File: src/rtl/axi_mem_pkg.sv
// Shared types and constants for the AXI4 memory slave front-end.
package axi_mem_pkg;

  typedef enum logic [1:0] {
    StIdle,
    StRd,
    StWr,
    StBresp
  } state_e;

  typedef enum logic {
    PrioWrite,
    PrioRead
  } prio_e;

  localparam logic [1:0] RespOkay   = 2'b00;
  localparam logic [1:0] RespSlverr = 2'b10;

endpackage

File: src/rtl/axi_mem_slave_if.sv
// AXI4 bus (AW/W/B/AR/R) between an interconnect master port and the memory slave.
interface axi_mem_slave_if #(
  parameter int unsigned IdsBits  = 8,
  parameter int unsigned DataBits = 32,
  parameter int unsigned LenBits  = 4
);
  logic [IdsBits-1:0]    awid;
  logic [31:0]           awaddr;
  logic [LenBits-1:0]    awlen;
  logic                  awvalid;
  logic                  awready;
  logic [DataBits-1:0]   wdata;
  logic [DataBits/8-1:0] wstrb;
  logic                  wlast;
  logic                  wvalid;
  logic                  wready;
  logic [IdsBits-1:0]    bid;
  logic [1:0]            bresp;
  logic                  bvalid;
  logic                  bready;
  logic [IdsBits-1:0]    arid;
  logic [31:0]           araddr;
  logic [LenBits-1:0]    arlen;
  logic                  arvalid;
  logic                  arready;
  logic [IdsBits-1:0]    rid;
  logic [DataBits-1:0]   rdata;
  logic [1:0]            rresp;
  logic                  rlast;
  logic                  rvalid;
  logic                  rready;

  modport slave (
    input  awid, awaddr, awlen, awvalid, wdata, wstrb, wlast, wvalid, bready,
    input  arid, araddr, arlen, arvalid, rready,
    output awready, wready, bid, bresp, bvalid, arready, rid, rdata, rresp, rlast, rvalid
  );

  modport master (
    output awid, awaddr, awlen, awvalid, wdata, wstrb, wlast, wvalid, bready,
    output arid, araddr, arlen, arvalid, rready,
    input  awready, wready, bid, bresp, bvalid, arready, rid, rdata, rresp, rlast, rvalid
  );
endinterface

File: src/rtl/axi_rd_buf.sv
// Two-entry read-data FIFO; simultaneous push and pop are allowed.
module axi_rd_buf #(
  parameter int unsigned Width = 33
) (
  input  logic             clk_i,
  input  logic             rst_ni,
  input  logic             push_i,
  input  logic [Width-1:0] data_i,
  input  logic             pop_i,
  output logic [Width-1:0] data_o,
  output logic [1:0]       count_o
);
  logic [Width-1:0] mem_q [2];
  logic             rd_ptr_q, wr_ptr_q;
  logic [1:0]       count_q;

  always_ff @(posedge clk_i or negedge rst_ni) begin
    if (!rst_ni) begin
      for (int i = 0; i < 2; i++) mem_q[i] <= '0;
      rd_ptr_q <= 1'b0;
      wr_ptr_q <= 1'b0;
      count_q  <= 2'd0;
    end else begin
      if (push_i) begin
        mem_q[wr_ptr_q] <= data_i;
        wr_ptr_q        <= ~wr_ptr_q;
      end
      if (pop_i) rd_ptr_q <= ~rd_ptr_q;
      count_q <= count_q + {1'b0, push_i} - {1'b0, pop_i};
    end
  end

  assign data_o  = mem_q[rd_ptr_q];
  assign count_o = count_q;
endmodule

File: src/rtl/axi_mem_slave.sv
// AXI4 slave front-end for a single-port synchronous memory: INCR bursts, one transaction
// at a time, alternating write/read priority, optional read-only mode.
module axi_mem_slave
  import axi_mem_pkg::*;
#(
  parameter int unsigned AddrBits = 14,
  parameter int unsigned DataBits = 32,
  parameter int unsigned IdsBits  = 8,
  parameter int unsigned LenBits  = 4,
  parameter bit          ReadOnly = 1'b1
) (
  input  logic                  clk_i,
  input  logic                  rst_ni,
  axi_mem_slave_if.slave        axi,
  output logic                  mem_cs_o,
  output logic                  mem_oe_o,
  output logic [DataBits/8-1:0] mem_web_o,
  output logic [AddrBits-1:0]   mem_addr_o,
  output logic [DataBits-1:0]   mem_di_o,
  input  logic [DataBits-1:0]   mem_do_i
);
  localparam int unsigned Ofs = $clog2(DataBits / 8);

  state_e               state_q, state_d;
  prio_e                prio_q, prio_d;
  logic [IdsBits-1:0]   id_q, id_d;
  logic [LenBits-1:0]   len_q, len_d;
  logic [AddrBits-1:0]  addr_q, addr_d;
  logic [LenBits:0]     cnt_q, cnt_d;
  logic                 inflight_q, inflight_d;
  logic                 inflight_last_q, inflight_last_d;
  logic                 err_q, err_d;

  logic                 aw_grant, ar_grant, rd_issue, buf_pop;
  logic [1:0]           buf_count;
  logic [2:0]           rd_occ;
  logic [DataBits:0]    buf_data;
  logic [AddrBits-1:0]  beat_addr;
  logic [LenBits:0]     len_ext;
  logic                 unused_addr;

  assign len_ext   = {1'b0, len_q};
  assign beat_addr = addr_q + AddrBits'(cnt_q);
  assign aw_grant  = (state_q == StIdle) && axi.awvalid && (!axi.arvalid || prio_q == PrioWrite);
  assign ar_grant  = (state_q == StIdle) && axi.arvalid && (!axi.awvalid || prio_q == PrioRead);
  assign buf_pop   = axi.rvalid && axi.rready;
  // The slot freed by this cycle's pop is counted so the buffer streams one beat per cycle.
  assign rd_occ    = {1'b0, buf_count} + {2'b0, inflight_q} - {2'b0, buf_pop};
  assign rd_issue  = (state_q == StRd) && (cnt_q <= len_ext) && (rd_occ < 3'd2);
  assign unused_addr = ^{axi.awaddr, axi.araddr};

  axi_rd_buf #(
    .Width (DataBits + 1)
  ) u_rd_buf (
    .clk_i   (clk_i),
    .rst_ni  (rst_ni),
    .push_i  (inflight_q),
    .data_i  ({inflight_last_q, mem_do_i}),
    .pop_i   (buf_pop),
    .data_o  (buf_data),
    .count_o (buf_count)
  );

  assign axi.awready = aw_grant;
  assign axi.arready = ar_grant;
  assign axi.rvalid  = (buf_count != 2'd0);
  assign axi.rdata   = buf_data[DataBits-1:0];
  assign axi.rlast   = axi.rvalid && buf_data[DataBits];
  assign axi.rid     = id_q;
  assign axi.rresp   = RespOkay;
  assign axi.bid     = id_q;

  always_comb begin
    state_d         = state_q;
    prio_d          = prio_q;
    id_d            = id_q;
    len_d           = len_q;
    addr_d          = addr_q;
    cnt_d           = cnt_q;
    err_d           = err_q;
    inflight_d      = rd_issue;
    inflight_last_d = rd_issue && (cnt_q == len_ext);
    axi.wready      = 1'b0;
    axi.bvalid      = 1'b0;
    axi.bresp       = RespOkay;
    mem_cs_o        = 1'b0;
    mem_oe_o        = 1'b0;
    mem_web_o       = '1;
    mem_addr_o      = '0;
    mem_di_o        = '0;

    unique case (state_q)
      StIdle: begin
        cnt_d = '0;
        if (aw_grant) begin
          id_d    = axi.awid;
          len_d   = axi.awlen;
          addr_d  = axi.awaddr[AddrBits+Ofs-1:Ofs];
          state_d = StWr;
        end else if (ar_grant) begin
          id_d    = axi.arid;
          len_d   = axi.arlen;
          addr_d  = axi.araddr[AddrBits+Ofs-1:Ofs];
          state_d = StRd;
        end
      end
      StRd: begin
        if (rd_issue) begin
          mem_cs_o   = 1'b1;
          mem_oe_o   = 1'b1;
          mem_addr_o = beat_addr;
          cnt_d      = cnt_q + {{LenBits{1'b0}}, 1'b1};
        end
        if (buf_pop && axi.rlast) begin
          state_d = StIdle;
          prio_d  = PrioWrite;
        end
      end
      StWr: begin
        axi.wready = 1'b1;
        if (axi.wvalid) begin
          if (!ReadOnly) begin
            mem_cs_o   = 1'b1;
            mem_web_o  = ~axi.wstrb;
            mem_addr_o = beat_addr;
            mem_di_o   = axi.wdata;
          end
          cnt_d = cnt_q + {{LenBits{1'b0}}, 1'b1};
          if (axi.wlast) begin
            err_d   = ReadOnly || (cnt_q != len_ext);
            state_d = StBresp;
          end
        end
      end
      StBresp: begin
        axi.bvalid = 1'b1;
        axi.bresp  = err_q ? RespSlverr : RespOkay;
        if (axi.bready) begin
          state_d = StIdle;
          prio_d  = PrioRead;
        end
      end
      default: state_d = StIdle;
    endcase
  end

  always_ff @(posedge clk_i or negedge rst_ni) begin
    if (!rst_ni) begin
      state_q         <= StIdle;
      prio_q          <= PrioWrite;
      id_q            <= '0;
      len_q           <= '0;
      addr_q          <= '0;
      cnt_q           <= '0;
      inflight_q      <= 1'b0;
      inflight_last_q <= 1'b0;
      err_q           <= 1'b0;
    end else begin
      state_q         <= state_d;
      prio_q          <= prio_d;
      id_q            <= id_d;
      len_q           <= len_d;
      addr_q          <= addr_d;
      cnt_q           <= cnt_d;
      inflight_q      <= inflight_d;
      inflight_last_q <= inflight_last_d;
      err_q           <= err_d;
    end
  end
endmodule

File: src/flat_wrapper.sv
// flat-port wrapper written by rule: the top's interface ports become plain ports
module axi_mem_slave_flat import axi_mem_pkg::*;
#(
  parameter int unsigned AddrBits = 14,
  parameter int unsigned DataBits = 32,
  parameter int unsigned IdsBits  = 8,
  parameter int unsigned LenBits  = 4,
  parameter bit          ReadOnly = 1'b1
)
  (clk_i, rst_ni, mem_cs_o, mem_oe_o, mem_web_o, mem_addr_o, mem_di_o, mem_do_i, axi_awid, axi_awaddr, axi_awlen, axi_awvalid, axi_wdata, axi_wstrb, axi_wlast, axi_wvalid, axi_bready, axi_arid, axi_araddr, axi_arlen, axi_arvalid, axi_rready, axi_awready, axi_wready, axi_bid, axi_bresp, axi_bvalid, axi_arready, axi_rid, axi_rdata, axi_rresp, axi_rlast, axi_rvalid);
  axi_mem_slave_if #(.IdsBits(IdsBits), .DataBits(DataBits), .LenBits(LenBits)) axi_i ();
  input  logic clk_i;
  input  logic rst_ni;
  output logic mem_cs_o;
  output logic mem_oe_o;
  output logic [DataBits/8-1:0] mem_web_o;
  output logic [AddrBits-1:0] mem_addr_o;
  output logic [DataBits-1:0] mem_di_o;
  input  logic [DataBits-1:0] mem_do_i;
  input wire logic [$bits(axi_i.awid)-1:0] axi_awid;
  input wire logic [$bits(axi_i.awaddr)-1:0] axi_awaddr;
  input wire logic [$bits(axi_i.awlen)-1:0] axi_awlen;
  input wire logic [$bits(axi_i.awvalid)-1:0] axi_awvalid;
  input wire logic [$bits(axi_i.wdata)-1:0] axi_wdata;
  input wire logic [$bits(axi_i.wstrb)-1:0] axi_wstrb;
  input wire logic [$bits(axi_i.wlast)-1:0] axi_wlast;
  input wire logic [$bits(axi_i.wvalid)-1:0] axi_wvalid;
  input wire logic [$bits(axi_i.bready)-1:0] axi_bready;
  input wire logic [$bits(axi_i.arid)-1:0] axi_arid;
  input wire logic [$bits(axi_i.araddr)-1:0] axi_araddr;
  input wire logic [$bits(axi_i.arlen)-1:0] axi_arlen;
  input wire logic [$bits(axi_i.arvalid)-1:0] axi_arvalid;
  input wire logic [$bits(axi_i.rready)-1:0] axi_rready;
  output wire logic [$bits(axi_i.awready)-1:0] axi_awready;
  output wire logic [$bits(axi_i.wready)-1:0] axi_wready;
  output wire logic [$bits(axi_i.bid)-1:0] axi_bid;
  output wire logic [$bits(axi_i.bresp)-1:0] axi_bresp;
  output wire logic [$bits(axi_i.bvalid)-1:0] axi_bvalid;
  output wire logic [$bits(axi_i.arready)-1:0] axi_arready;
  output wire logic [$bits(axi_i.rid)-1:0] axi_rid;
  output wire logic [$bits(axi_i.rdata)-1:0] axi_rdata;
  output wire logic [$bits(axi_i.rresp)-1:0] axi_rresp;
  output wire logic [$bits(axi_i.rlast)-1:0] axi_rlast;
  output wire logic [$bits(axi_i.rvalid)-1:0] axi_rvalid;
  assign axi_i.awid = axi_awid;
  assign axi_i.awaddr = axi_awaddr;
  assign axi_i.awlen = axi_awlen;
  assign axi_i.awvalid = axi_awvalid;
  assign axi_i.wdata = axi_wdata;
  assign axi_i.wstrb = axi_wstrb;
  assign axi_i.wlast = axi_wlast;
  assign axi_i.wvalid = axi_wvalid;
  assign axi_i.bready = axi_bready;
  assign axi_i.arid = axi_arid;
  assign axi_i.araddr = axi_araddr;
  assign axi_i.arlen = axi_arlen;
  assign axi_i.arvalid = axi_arvalid;
  assign axi_i.rready = axi_rready;
  assign axi_awready = axi_i.awready;
  assign axi_wready = axi_i.wready;
  assign axi_bid = axi_i.bid;
  assign axi_bresp = axi_i.bresp;
  assign axi_bvalid = axi_i.bvalid;
  assign axi_arready = axi_i.arready;
  assign axi_rid = axi_i.rid;
  assign axi_rdata = axi_i.rdata;
  assign axi_rresp = axi_i.rresp;
  assign axi_rlast = axi_i.rlast;
  assign axi_rvalid = axi_i.rvalid;
  axi_mem_slave #(.AddrBits(AddrBits), .DataBits(DataBits), .IdsBits(IdsBits), .LenBits(LenBits), .ReadOnly(ReadOnly)) u_core (.clk_i(clk_i), .rst_ni(rst_ni), .axi(axi_i), .mem_cs_o(mem_cs_o), .mem_oe_o(mem_oe_o), .mem_web_o(mem_web_o), .mem_addr_o(mem_addr_o), .mem_di_o(mem_di_o), .mem_do_i(mem_do_i));
endmodule
File: config.mk
export PLATFORM = sky130hd
export DESIGN_NAME = axi_mem_slave_flat
export DESIGN_NICKNAME = d
export VERILOG_FILES = /design/src/rtl/axi_mem_pkg.sv /design/src/rtl/axi_mem_slave_if.sv /design/src/rtl/axi_rd_buf.sv /design/src/rtl/axi_mem_slave.sv /design/src/flat_wrapper.sv
export SDC_FILE = /design/constraint.sdc
export NUM_CORES = 1
export LEC_CHECK = 0
export CORE_ASPECT_RATIO = 0.8
export CORE_MARGIN = 5
export CORE_UTILIZATION = 30
export DETAILED_ROUTE_END_ITERATION = 8
export GPL_TIMING_DRIVEN = 0
export REMOVE_ABC_BUFFERS = 1
export SYNTH_ARGS = -nofsm -noshare
export SYNTH_HDL_FRONTEND = slang
export SYNTH_SLANG_ARGS = --single-unit
File: constraint.sdc
create_clock -name clk_i -period 4.9 [get_ports clk_i]
set_clock_uncertainty 0.1 [all_clocks]
set_input_delay 1.47 -clock clk_i [delete_from_list [all_inputs] [get_ports clk_i]]
set_output_delay 1.47 -clock clk_i [all_outputs]
set_load 0.01 [all_outputs]
Word level (Yosys, flattened, before mapping)
Index checks and enable logic that the tools add are counted.
- $add $sub $neg: 6
- $lt $le $gt $ge: 5
- equal/unequal tests: 10
- multiplexer cells: 33
- bitwise operators: 5
- reductions and logical operators: 25
- operators with widths (kind ; number):
    2-to-1 mux 33 bit ; 4
    bitwise mux 66 bit ; 1
    2-to-1 mux 14 bit ; 4
    demux 33 bit (select 1 bit) ; 1
    2-to-1 mux 2 bit ; 8
    2-to-1 mux 8 bit ; 2
    one-hot mux 5 bit (3 select lines) ; 1
    adder 14 x 5 -> 14 bit ; 1
    logical AND 1 bit ; 11
    2-to-1 mux 5 bit ; 2
    AND reduction 3 bit ; 3
    2-to-1 mux 4 bit ; 2
    inequality test 2 bit, second input constant ; 4
    one-hot mux 2 bit (4 select lines) ; 1
    2-to-1 mux 1 bit ; 6
    nonzero test 2 bit ; 3
    adder 5 x 1 -> 5 bit, second input constant ; 1
    == test 5 x 4 -> 1 bit ; 1
    less-or-equal comparator 5 x 4 -> 1 bit ; 1
    AND reduction 5 bit ; 1
    == test 2 bit, second input constant ; 2
    greater-or-equal comparator 2 bit, second input constant ; 2
    inverter 1 -> 2 bit ; 2
    adder 2 x 1 -> 3 bit ; 1
    15 further kinds ; 19
- register bits after elaboration: 107
- input port bits: 164
- logic and storage cells: 98

Logic depth before layout (Yosys ltp)
Gate-level depths: netlist (run 1).
- depth in word-level cells: 8
- depth in mapped cells: 15
- mapped depth without buffers: 15

By module
Synthesis (run 1) repeated with hierarchy kept, for this count alone.
- cell total of the unflattened synthesis: 505
- area, all modules: 5901.9 µm²
- modules (own cells, without submodules) (module ; instances ; cells each ; area each (µm²) ; sequential area each (µm²)):
    axi_rd_buf ; 1 ; 190 ; 3186.8 ; 1751.7
    axi_mem_slave ; 1 ; 315 ; 2715.1 ; 925.9

Least setup slack after synthesis (run 1)
No wires, ideal clock.
- kind: input -> output
- start: input port axi_rready
- end: output port mem_addr_o[3]
- arrival: 3398 ps
- required time: 3330 ps
- setup slack: -68 ps
- cell stages on the path: 12
- buffers on the path: 1
- path through: nand2_1 > inv_1 > ha_1 > inv_1 > ha_1 > inv_1 > fa_1 > xnor2_1 > nand3_1 > a21o_1 > buf_2 > nor3_2
- word-level cells in the longest chain between the ends: 6
- ends and longest elaborated chain (what ; line ; RTL):
    start: declaration ; flat_wrapper.sv:33 ; input wire logic [$bits(axi_i.rready)-1:0] axi_rready;
    logical AND 1 bit ; axi_mem_slave.sv:46 ; assign buf_pop = axi.rvalid && axi.rready;
    named net u_core.buf_pop ; axi_mem_slave.sv:34 ; logic aw_grant, ar_grant, rd_issue, buf_pop;
    subtractor 3 x 1 -> 3 bit ; axi_mem_slave.sv:48 ; assign rd_occ = {1'b0, buf_count} + {2'b0, inflight_q} - {2'b0, buf_pop};
    less-than comparator 3 x 2 -> 1 bit ; axi_mem_slave.sv:49 ; assign rd_issue = (state_q == StRd) && (cnt_q <= len_ext) && (rd_occ < 3'd2);
    logical AND 1 bit ; axi_mem_slave.sv:49 ;
    2-to-1 mux 14 bit ; axi_mem_slave.sv:108 ; if (rd_issue) begin
    2-to-1 mux 14 bit ; axi_mem_slave.sv:92 ; unique case (state_q)
    end: declaration ; flat_wrapper.sv:17 ; output logic [AddrBits-1:0] mem_addr_o;
The timed path passes the listed nets, and every way through them passes these cells.

Worst setup path after layout (run 1)
- start: input port axi_rready
- end: output port mem_addr_o[8]
Same word-level chain as after synthesis.

==> results.py, run 1 <==
metrics = {
    "sta": {
        "fin_ws_ns": -0.240,
        "slew_headroom_pct": 40.6,
        "finalSetupTns_ns": -2.52,
        "worst_pin_slew_ns": 0.887,
        "hold_slack_ns": 0.374,
        "setup_viol": 16,
        "fin_crit_sh_pct": 105,
        "max_freq_mhz": 195,
        "rsz0062_at_grt": "yes",
        "hold_viol_final": 0,
        "period_needed_ns": 5.14,
        "drv_slew": 0,
    },
    "synthesis": {
        "netlist_top_cells_count": "107 x dfrtp_1, 87 x mux2_2, 50 x buf_4",
        "syn_inst": 514,
        "synth_most_common_cell": "dfrtp_1",
        "synth_top_cell_by_area": "dfrtp_1",
        "synth.top_cell.area_share_pct": 46.0,
        "netlist_area_um2": 5830,
        "synthTopCellsByArea": "dfrtp_1 46%, mux2_2 17%, buf_4 6.4%, mux2i_1 5.5%, ha_1 3.7%",
        "synth_cell_types": 51,
        "ys.flop_type": "dfrtp_1",
        "ys_seq_area_share_pct": 46.0,
        "async_flop_share_pct": 100,
        "yosysWarnings": 0,
        "synth_edf_count": 0,
        "avgSynthCellArea_um2": 11.3,
        "ys_seq_elements": 107,
    },
    "placement": {
        "hpwlAfterDp_um": 10600,
        "io_buffers": 162,
        "pre_cts_slack_ns": -1.48,
        "place.gp.congestion": 0.747,
    },
    "floorplan": {
        "rows": 45,
        "fp.dieH_um": 135,
        "initial_core_util_pct": 30.6,
        "core_um2": 19000,
        "io_pins": 274,
        "fp.dieW_um": 166,
        "dieArea_um2": 22300,
    },
    "run": {
        "maxCapViolations": 0,
    },
    "routing": {
        "ant_nets": 0,
        "remaining_drc_errors": 0,
        "via_per_inst": 4.50,
        "drtIter0Drc": 146,
        "vias": 4214,
        "drt_pass1_iterations": 4,
        "drt_wl_total_um": 14700,
        "wl_per_cell_um": 15.7,
    },
    "global_route": {
        "gr-total-overflow": 0,
        "grt_usage_pct": 13.1,
        "grt_max_degree": 71,
        "grt_pass1_vias": 4615,
        "antenna_found_initial": 0,
        "grt_pass1_wl_um": 24000,
    },
    "setup_path": {
        "critPathMaxFanout": 3,
        "cp-end-kind": "output port",
        "criticalPathCategory": "in -> out",
        "worstPathRequired_ns": 3.33,
        "cp.arrival_ns": 3.57,
        "start_kind": "primary input",
    },
    "clocking": {
        "clockBufferDepth": 2,
        "cts_sinks": 107,
        "insertion_delay_ns": 0.35,
        "htreeDepth": 3,
        "numCtsBuffers": 9,
        "root_buffer": "clkbuf_16",
        "clk_pin_slew_ns": 0.08,
        "cts_tree": "built",
    },
    "min_path": {
        "hold_class": "reg -> reg",
    },
    "finish": {
        "insertedDiodeCount": 0,
        "layout-drive-gt1-share_pct": 26.0,
        "final_nets": 856,
        "area_growth_syn_to_layout_pct": 39.5,
    },
    "power": {
        "power.density_nw_per_um2": 619,
        "irDropWorstVdd_mv": 0.275,
        "p_leak_nw": 3.45,
    },
    "outcome": {
        "failed_checks": "setup timing",
        "outcome": "finished, violations left",
    },
}
==> logic make-up after synthesis <==
group                    share of synthesized area (%)
multiplexers                                      24.4
flip-flops                                        46.0
buffers and inverters                             9.41
AND/OR/NAND/NOR                                   6.62
AO/OA/AOI/OAI                                     8.35
adder cells (fa/ha/maj)                           4.34
XOR/XNOR                                         0.752
other                                            0.129
==> routing by layer <==
layer | routed length [µm] | GRT usage (%) | vias up
met5 | 0 | 0 | -
met1 | 6240 | 15.9 | 2072
met4 | 214 | 4.12 | 0
met2 | 7580 | 23.4 | 103
met3 | 651 | 3.01 | 14
li1 | - | - | 2025
==> sequential cells by signal, summed over array words and instances, names as in the netlist, 2 cells and up <==
name	cells
u_core.addr_q	14
u_core.axi.bid	8
u_core.cnt_q	5
u_core.u_rd_buf.count_o	2
u_core.state_q	2
u_core.len_q	4
u_core.u_rd_buf.mem_q	66
==> worst max-delay path: stages <==
cell and delay [ns]:
buf_8 0.10, nand2_4 0.08, inv_4 0.04, ha_4 0.20, inv_2 0.06, ha_4 0.12
inv_2 0.03, fa_2 0.38, xnor2_4 0.22, nand3_4 0.13, a21o_4 0.22, a2111o_1 0.29
o21ai_1 0.08, buf_2 0.15
==> cell usage in the layout, fill, tap and decap left out, types with 8 or more instances in the layout <==
cell / netlist / final
buf_2: 12 / 11
buf_6: 0 / 9
clkbuf_16: 0 / 9
clkdlybuf4s50_1: 0 / 144
conb_1: 2 / 39
dfrtp_1: 107 / 106
ha_1: 17 / 15
inv_1: 24 / 20
mux2_1: 11 / 11
mux2_2: 87 / 87
mux2i_1: 32 / 32
nand2_1: 43 / 39
nor2_1: 11 / 8
o21ai_0: 30 / 30
o21ai_1: 11 / 10
==> final timing paths <==
check | endpoint | startpoint | depth (start not counted) | slack (ns)
setup / recovery | mem_addr_o[8] | axi_rready | 14 | -0.24
hold / removal | u_core.err_q | u_core.err_q | 1 | 0.37
setup reg to reg | u_core.cnt_q[4] | u_core.u_rd_buf.count_o[1] | 16 | 1.84
hold reg to reg | u_core.err_q | u_core.err_q | 1 | 0.37
max in group asynchronous | u_core.u_rd_buf.mem_q[24] | rst_ni | 2 | 2.94
min in group asynchronous | u_core.addr_q[7] | rst_ni | 1 | 1.00
==> stage by stage <==
stage | cell area (µm²) | util (%) | total power [W] | cells
after floorplan | 5510 | - | 0.00289 | 484
final | 8130 | 42.7 | 0.00503 | 936
after global routing | 8130 | 42.7 | 0.00541 | 936
after CTS | 8050 | 42.3 | 0.00504 | 936
after global placement | 7450 | 39.2 | 0.00390 | 904
after detailed placement | 7570 | 39.8 | 0.00401 | 908
==> layout make-up <==
class / instances / area (µm²)
Fill cell: 1846 / 10900
Multi-Input combinational cell: 353 / 2930
Tap cell: 258 / 323
Clock buffer: 11 / 233
Inverter: 25 / 106
Clock inverter: 5 / 85.1
Timing Repair Buffer: 177 / 1770
Sequential cell: 107 / 2680
==> report_power, final <==
| group | internal, W | total, W | switching [W] | leakage (nW) |
|---|---|---|---|---|
| registers | 0.00130 | 0.00164 | 0.000339 | 1.30 |
| clock network | 0.000453 | 0.000787 | 0.000335 | 0.151 |
| logic | 0.00148 | 0.00260 | 0.00112 | 1.99 |
==> repair_timing <==
item                       CTS  global route
gates resized for setup    103            17
hold buffers                 0             0
setup endpoints to repair   16            16
gates cloned                 1             0
buffers inserted            11             1
pin swaps                    9             7
(Power assumes the default switching activity.)
==> run 2, diff against run 1 <==
CORE_ASPECT_RATIO = unset   (was 0.8)
CORE_UTILIZATION = 38   (was 30)
PLACE_DENSITY = 0.78   (was unset)
==> run 2 against run 1 <==
Net effect: the flow still finishes with violations (setup timing); wire length is 4.6% lower; critical path depth is 2 higher; sequential share of layout area is 0.56 points higher; cell count is 7.5% lower; flip-flop and latch count stayed put; non-clock buffer count is 1 higher; register-to-register slack better by 0.27 ns; worst setup slack better by 0.022 ns; global-route usage is 2.4 points higher; via count is 1.1% higher; die area is 20% lower; first-iteration DRC count is 14% higher.
==> results.py, run 2 (synthesized netlist as in run 1, its figures left out) <==
metrics = {
    "outcome": {
        "outcome": "finished, violations left",
        "failed_checks": "setup timing",
    },
    "setup_path": {
        "critPathMaxFanout": 7,
        "crit_buf_inv": 7,
        "cp_common_cell": "inv_2",
        "crit_family": "adder cells",
        "rr_endpoint": "u_core.cnt_q[4]",
        "cp.arrival_ns": 3.55,
        "rrSetupSlack_ns": 2.11,
        "regToRegStartpoint": "u_core.u_rd_buf.count_o[1]",
        "worstPathRequired_ns": 3.33,
        "criticalPathCategory": "in -> out",
        "cp-end-kind": "output port",
        "crit_path_max_incr_delay_ns": 0.34,
        "worstRegToRegCells": 15,
        "crit_chain": "buf_6 > nand2_4 > inv_2 > ha_4 > inv_2 > ha_4 > inv_2 > fa_2 > xnor2_2 > nand3_2 > a21o_4 > buf_12 > clkinv_8 > nand2b_4 > mux2i_1 > buf_2",
        "start_kind": "primary input",
        "crit_slowest_cell": "fa_2",
    },
    "sta": {
        "worst_pin_slew_ns": 0.876,
        "rsz0062_at_grt": "yes",
        "drv_slew": 0,
        "hold_slack_ns": 0.375,
        "period_needed_ns": 5.12,
        "setup_viol": 16,
        "fin_crit_sh_pct": 104,
        "fin_ws_ns": -0.218,
        "max_freq_mhz": 195,
        "hold_viol_final": 0,
        "slew_headroom_pct": 41.4,
    },
    "clocking": {
        "htreeDepth": 3,
        "cts_tree": "built",
        "clk_pin_slew_ns": 0.07,
        "clockBufferDepth": 2,
        "numCtsBuffers": 9,
        "ctsHoldBuffers": 0,
        "insertion_delay_ns": 0.35,
        "cts_sinks": 107,
        "root_buffer": "clkbuf_16",
    },
    "routing": {
        "drtIter0Drc": 166,
        "drt_pass1_iterations": 4,
        "ant_nets": 0,
        "via_per_inst": 4.92,
        "remaining_drc_errors": 0,
        "wl_per_cell_um": 16.2,
        "drt_wl_total_um": 14000,
        "vias": 4261,
    },
    "min_path": {
        "hold_start": "u_core.err_q",
        "whs_path_depth": 1,
        "holdPathEnd": "u_core.err_q",
        "hold_class": "reg -> reg",
    },
    "power": {
        "p_leak_nw": 3.44,
        "power.density_nw_per_um2": 618,
        "irDropWorstVdd_mv": 0.259,
    },
    "floorplan": {
        "dieArea_um2": 17900,
        "fp.dieW_um": 134,
        "initial_core_util_pct": 38.5,
        "io_pins": 274,
        "core_um2": 15100,
        "rows": 45,
        "fp.dieH_um": 134,
    },
    "finish": {
        "post-route-util_pct": 52.8,
        "layout-drive-gt1-share_pct": 25.8,
        "largest_reg_flops": 66,
        "area_growth_syn_to_layout_pct": 37.2,
        "mostFrequentLayoutCell": "clkdlybuf4s50_1",
        "insertedDiodeCount": 0,
        "final_nets": 856,
        "largest_register": "u_core.u_rd_buf.mem_q",
        "layout_common_cells": "144 x clkdlybuf4s50_1, 106 x dfrtp_1, 87 x mux2_2",
        "num-fill-cells": 1286,
    },
    "global_route": {
        "grt_usage_pct": 15.6,
        "grt_pass1_vias": 4540,
        "antenna_found_initial": 0,
        "grt_pass1_wl_um": 22700,
        "grt_max_degree": 67,
        "gr-total-overflow": 0,
    },
    "placement": {
        "hpwlAfterDp_um": 10200,
        "pre_cts_slack_ns": -1.44,
        "place.gp.congestion": 0.752,
        "io_buffers": 162,
    },
    "run": {
        "maxCapViolations": 0,
    },
}
-- run 2: cell types whose count changed in the layout (fill, tap and decap cells not counted), sizes merged --
cell	previous run	this run
a21o	3	2
clkinv	0	2
clkdlybuf4s15	0	1
bufinv	2	1
clkbuf	11	10
-- run 2: per-layer routing --
| layer | GRT usage (%) | vias up | wire (µm) |
|---|---|---|---|
| li1 | - | 2020 | - |
| met2 | 26.2 | 155 | 6940 |
| met3 | 4.58 | 13 | 969 |
| met1 | 19.9 | 2073 | 5920 |
| met4 | 3.60 | 0 | 178 |
| met5 | 0 | - | 0 |
-- run 2: what timing repair did --
action | in CTS | in global routing
cloned | 0 | 0
endpoints found under the setup margin | 16 | 16
resized for setup | 97 | 12
setup buffers | 9 | 3
pin swaps | 7 | 7
-- run 2: worst reg2reg max path: cells and delay by family, from the launching register on --
family	cells	cell delay, ns
AOI/OAI and AO/OA	4	0.61
xor gates and xnor gates	1	0.19
and+or+nand+nor	2	0.29
adders and majority gates	3	0.66
DFF	1	0.44
buffers and inverters	5	0.37
-- run 2: final cells by class --
cell class | instances | area [µm²] | share of cell area (%)
Clock inverter | 6 | 71.3 | 0.892
Tap cell | 188 | 235 | 2.94
Inverter | 25 | 106 | 1.33
Timing Repair Buffer | 178 | 1780 | 22.2
Sequential cell | 107 | 2680 | 33.5
Multi-Input combinational cell | 352 | 2890 | 36.1
Clock buffer | 10 | 239 | 2.99
-- run 2: how the worst max path moves through the flow --
stage / from / endpoint / slack (ns) / cells past startpoint
after floorplan: axi_awvalid / axi_awready / -0.21 / 2
after global placement: axi_awvalid / axi_awready / -2.13 / 4
after detailed placement: axi_rready / mem_addr_o[12] / -1.44 / 15
after CTS: axi_rready / mem_addr_o[8] / -0.27 / 14
after global routing: axi_rready / mem_addr_o[12] / -0.33 / 16
final: axi_rready / mem_addr_o[12] / -0.22 / 16
-- run 2: where the power goes --
| group | switching, W | internal [W] | total, W |
|---|---|---|---|
| clock | 0.000342 | 0.000417 | 0.000760 |
| sequential | 0.000326 | 0.00130 | 0.00163 |
| combinational | 0.00110 | 0.00145 | 0.00256 |
| total | 0.00177 | 0.00317 | 0.00494 |
-- run 2: stage by stage --
step | area [µm²] | instances | setup TNS (ns) | total power, W
floorplan | 5510 | 484 | -0.813 | 0.00289
global placement | 7370 | 834 | -209.20 | 0.00385
detailed placement | 7480 | 838 | -19.46 | 0.00400
CTS | 7910 | 863 | -2.35 | 0.00492
global route | 7990 | 866 | -3.82 | 0.00529
finish | 7990 | 866 | -2.07 | 0.00494
==> run 3, diff against run 2 <==
SKIP_LAST_GASP = 1   (was unset)
==> run 3 against run 2 <==
Net effect: wire length is 0.19% lower; the run still ends with setup timing left; sequential power hardly changed; total power is 0.14% lower.
==> results.py, run 3 (synthesized netlist as in run 1, its figures left out) <==
metrics = {
    "outcome": {
        "outcome": "finished, violations left",
        "failed_checks": "setup timing",
    },
    "clocking": {
        "insertion_delay_ns": 0.35,
        "cts_sinks": 107,
        "ctsHoldBuffers": 0,
        "numCtsBuffers": 9,
        "clockBufferDepth": 2,
        "clk_pin_slew_ns": 0.07,
        "root_buffer": "clkbuf_16",
        "cts_tree": "built",
        "htreeDepth": 3,
    },
    "run": {
        "maxCapViolations": 0,
    },
    "finish": {
        "area_growth_syn_to_layout_pct": 37.0,
        "mostFrequentLayoutCell": "clkdlybuf4s50_1",
        "layout_common_cells": "144 x clkdlybuf4s50_1, 106 x dfrtp_1, 87 x mux2_2",
        "fin_cells": 866,
        "largest_reg_flops": 66,
        "insertedDiodeCount": 0,
        "num-fill-cells": 1289,
        "layout-drive-gt1-share_pct": 25.8,
        "final_nets": 856,
        "stdcell_area_um2": 7980,
        "largest_register": "u_core.u_rd_buf.mem_q",
    },
    "placement": {
        "placed_cells": 838,
        "place_area_um2": 7480,
        "io_buffers": 162,
        "hpwlAfterDp_um": 10200,
        "place.gp.congestion": 0.752,
    },
    "min_path": {
        "hold_class": "reg -> reg",
    },
    "sta": {
        "fin_ws_ns": -0.219,
        "max_freq_mhz": 195,
        "drv_slew": 0,
        "setup_viol": 16,
        "hold_slack_ns": 0.375,
        "hold_viol_final": 0,
        "rsz0062_at_grt": "yes",
        "fin_crit_sh_pct": 104,
        "slew_headroom_pct": 41.4,
        "finalSetupTns_ns": -2.11,
        "worst_pin_slew_ns": 0.876,
        "period_needed_ns": 5.12,
    },
    "setup_path": {
        "regToRegStartpoint": "u_core.u_rd_buf.count_o[1]",
        "rr_endpoint": "u_core.cnt_q[4]",
        "cp-end-kind": "output port",
        "cp_common_cell": "inv_2",
        "cp.arrival_ns": 3.55,
        "crit_cells": 16,
        "rrSetupSlack_ns": 2.11,
        "crit_family": "adder cells",
        "criticalPathCategory": "in -> out",
        "crit_start": "axi_rready",
        "crit_slowest_cell": "fa_2",
        "worstRegToRegCells": 15,
        "crit_buf_inv": 7,
        "worstPathRequired_ns": 3.33,
        "start_kind": "primary input",
        "worstSetupEndpoint": "mem_addr_o[12]",
        "crit_path_max_incr_delay_ns": 0.34,
        "critPathMaxFanout": 7,
        "crit_chain": "buf_6 > nand2_4 > inv_2 > ha_4 > inv_2 > ha_4 > inv_2 > fa_2 > xnor2_2 > nand3_2 > a21o_4 > buf_12 > clkinv_8 > nand2b_4 > mux2i_1 > buf_2",
    },
    "routing": {
        "via_per_inst": 4.92,
        "remaining_drc_errors": 0,
        "wl_per_cell_um": 16.2,
        "vias": 4258,
        "drt_wl_total_um": 14000,
        "drt_pass1_iterations": 4,
        "drtIter0Drc": 164,
        "ant_nets": 0,
    },
    "power": {
        "clkPwrFrac_pct": 15.4,
        "switching_share_pct": 35.8,
        "power.density_nw_per_um2": 619,
        "p_switching_w": 0.00177,
        "p_comb_share_pct": 51.6,
        "irDropWorstVdd_mv": 0.260,
        "p_int_w": 0.00317,
        "seq_power_share_pct": 33.0,
        "p_leak_nw": 3.44,
    },
    "floorplan": {
        "core_um2": 15100,
        "dieArea_um2": 17900,
        "fp.dieH_um": 134,
        "fp.dieW_um": 134,
        "rows": 45,
        "io_pins": 274,
        "initial_core_util_pct": 38.5,
    },
    "global_route": {
        "grt_max_degree": 67,
        "gr-total-overflow": 0,
        "grt_pass1_vias": 4538,
        "grt_usage_pct": 15.6,
        "antenna_found_initial": 0,
        "grt_pass1_wl_um": 22800,
    },
}
[run 3: changes by cell type in the layout (fill, tap and decap cells not counted)]
| cell | delta |
|---|---|
| buf_2 | +1 |
| a21oi_2 | +1 |
| a21oi_4 | -1 |
| buf_6 | -1 |
[run 3: routing by layer]
metal  GRT usage, %  part of all wire [%]
met1           19.9                    42
met2           26.2                    50
met3           4.58                   6.8
met4           3.60                   1.3
met5              0                     0
[run 3: final cells by class]
| type | count | area, µm² | share of cell area (%) |
|---|---|---|---|
| sequential | 107 | 2680 | 33.6 |
| tap | 188 | 235 | 2.95 |
| clock inverter | 6 | 71.3 | 0.894 |
| timing repair buffer | 178 | 1770 | 22.2 |
| clock buffer | 10 | 239 | 2.99 |
| inverter | 25 | 106 | 1.33 |
| multi-input combinational | 352 | 2880 | 36.1 |
[run 3: power by group through the flow]
stage	Combinational (W)	Clock [W]	Sequential, W
floorplan	0.00132	0	0.00157
global placement	0.00225	0	0.00160
detailed placement	0.00236	0	0.00164
CTS	0.00251	0.000782	0.00163
global route	0.00277	0.000819	0.00170
finish	0.00255	0.000760	0.00163
[run 3: worst min-delay path by stage]
stage | start | end | slack [ns] | cells past startpoint
2_1_floorplan | u_core.err_q | u_core.err_q | 0.33 | 1
3_3_place_gp | u_core.err_q | u_core.err_q | 0.35 | 1
3_5_place_dp | u_core.err_q | u_core.err_q | 0.36 | 1
4_1_cts | u_core.err_q | u_core.err_q | 0.37 | 1
5_1_grt | u_core.err_q | u_core.err_q | 0.41 | 1
6_report | u_core.err_q | u_core.err_q | 0.38 | 1
[run 3: repair_timing]
action,4_1_cts,5_1_grt
gates cloned,0,0
pin swaps,6,8
gates resized for setup,96,11
setup buffers,9,3
endpoints found under the setup margin,16,16
[run 3: per-stage QoR]
stage	utilization, %	total power (W)	setup slack, ns
6_report	52.7	0.00494	-0.219
4_1_cts	52.2	0.00492	-0.272
2_1_floorplan	-	0.00289	-0.206
3_5_place_dp	49.4	0.00400	-1.44
3_3_place_gp	48.6	0.00385	-2.13
5_1_grt	52.7	0.00529	-0.328
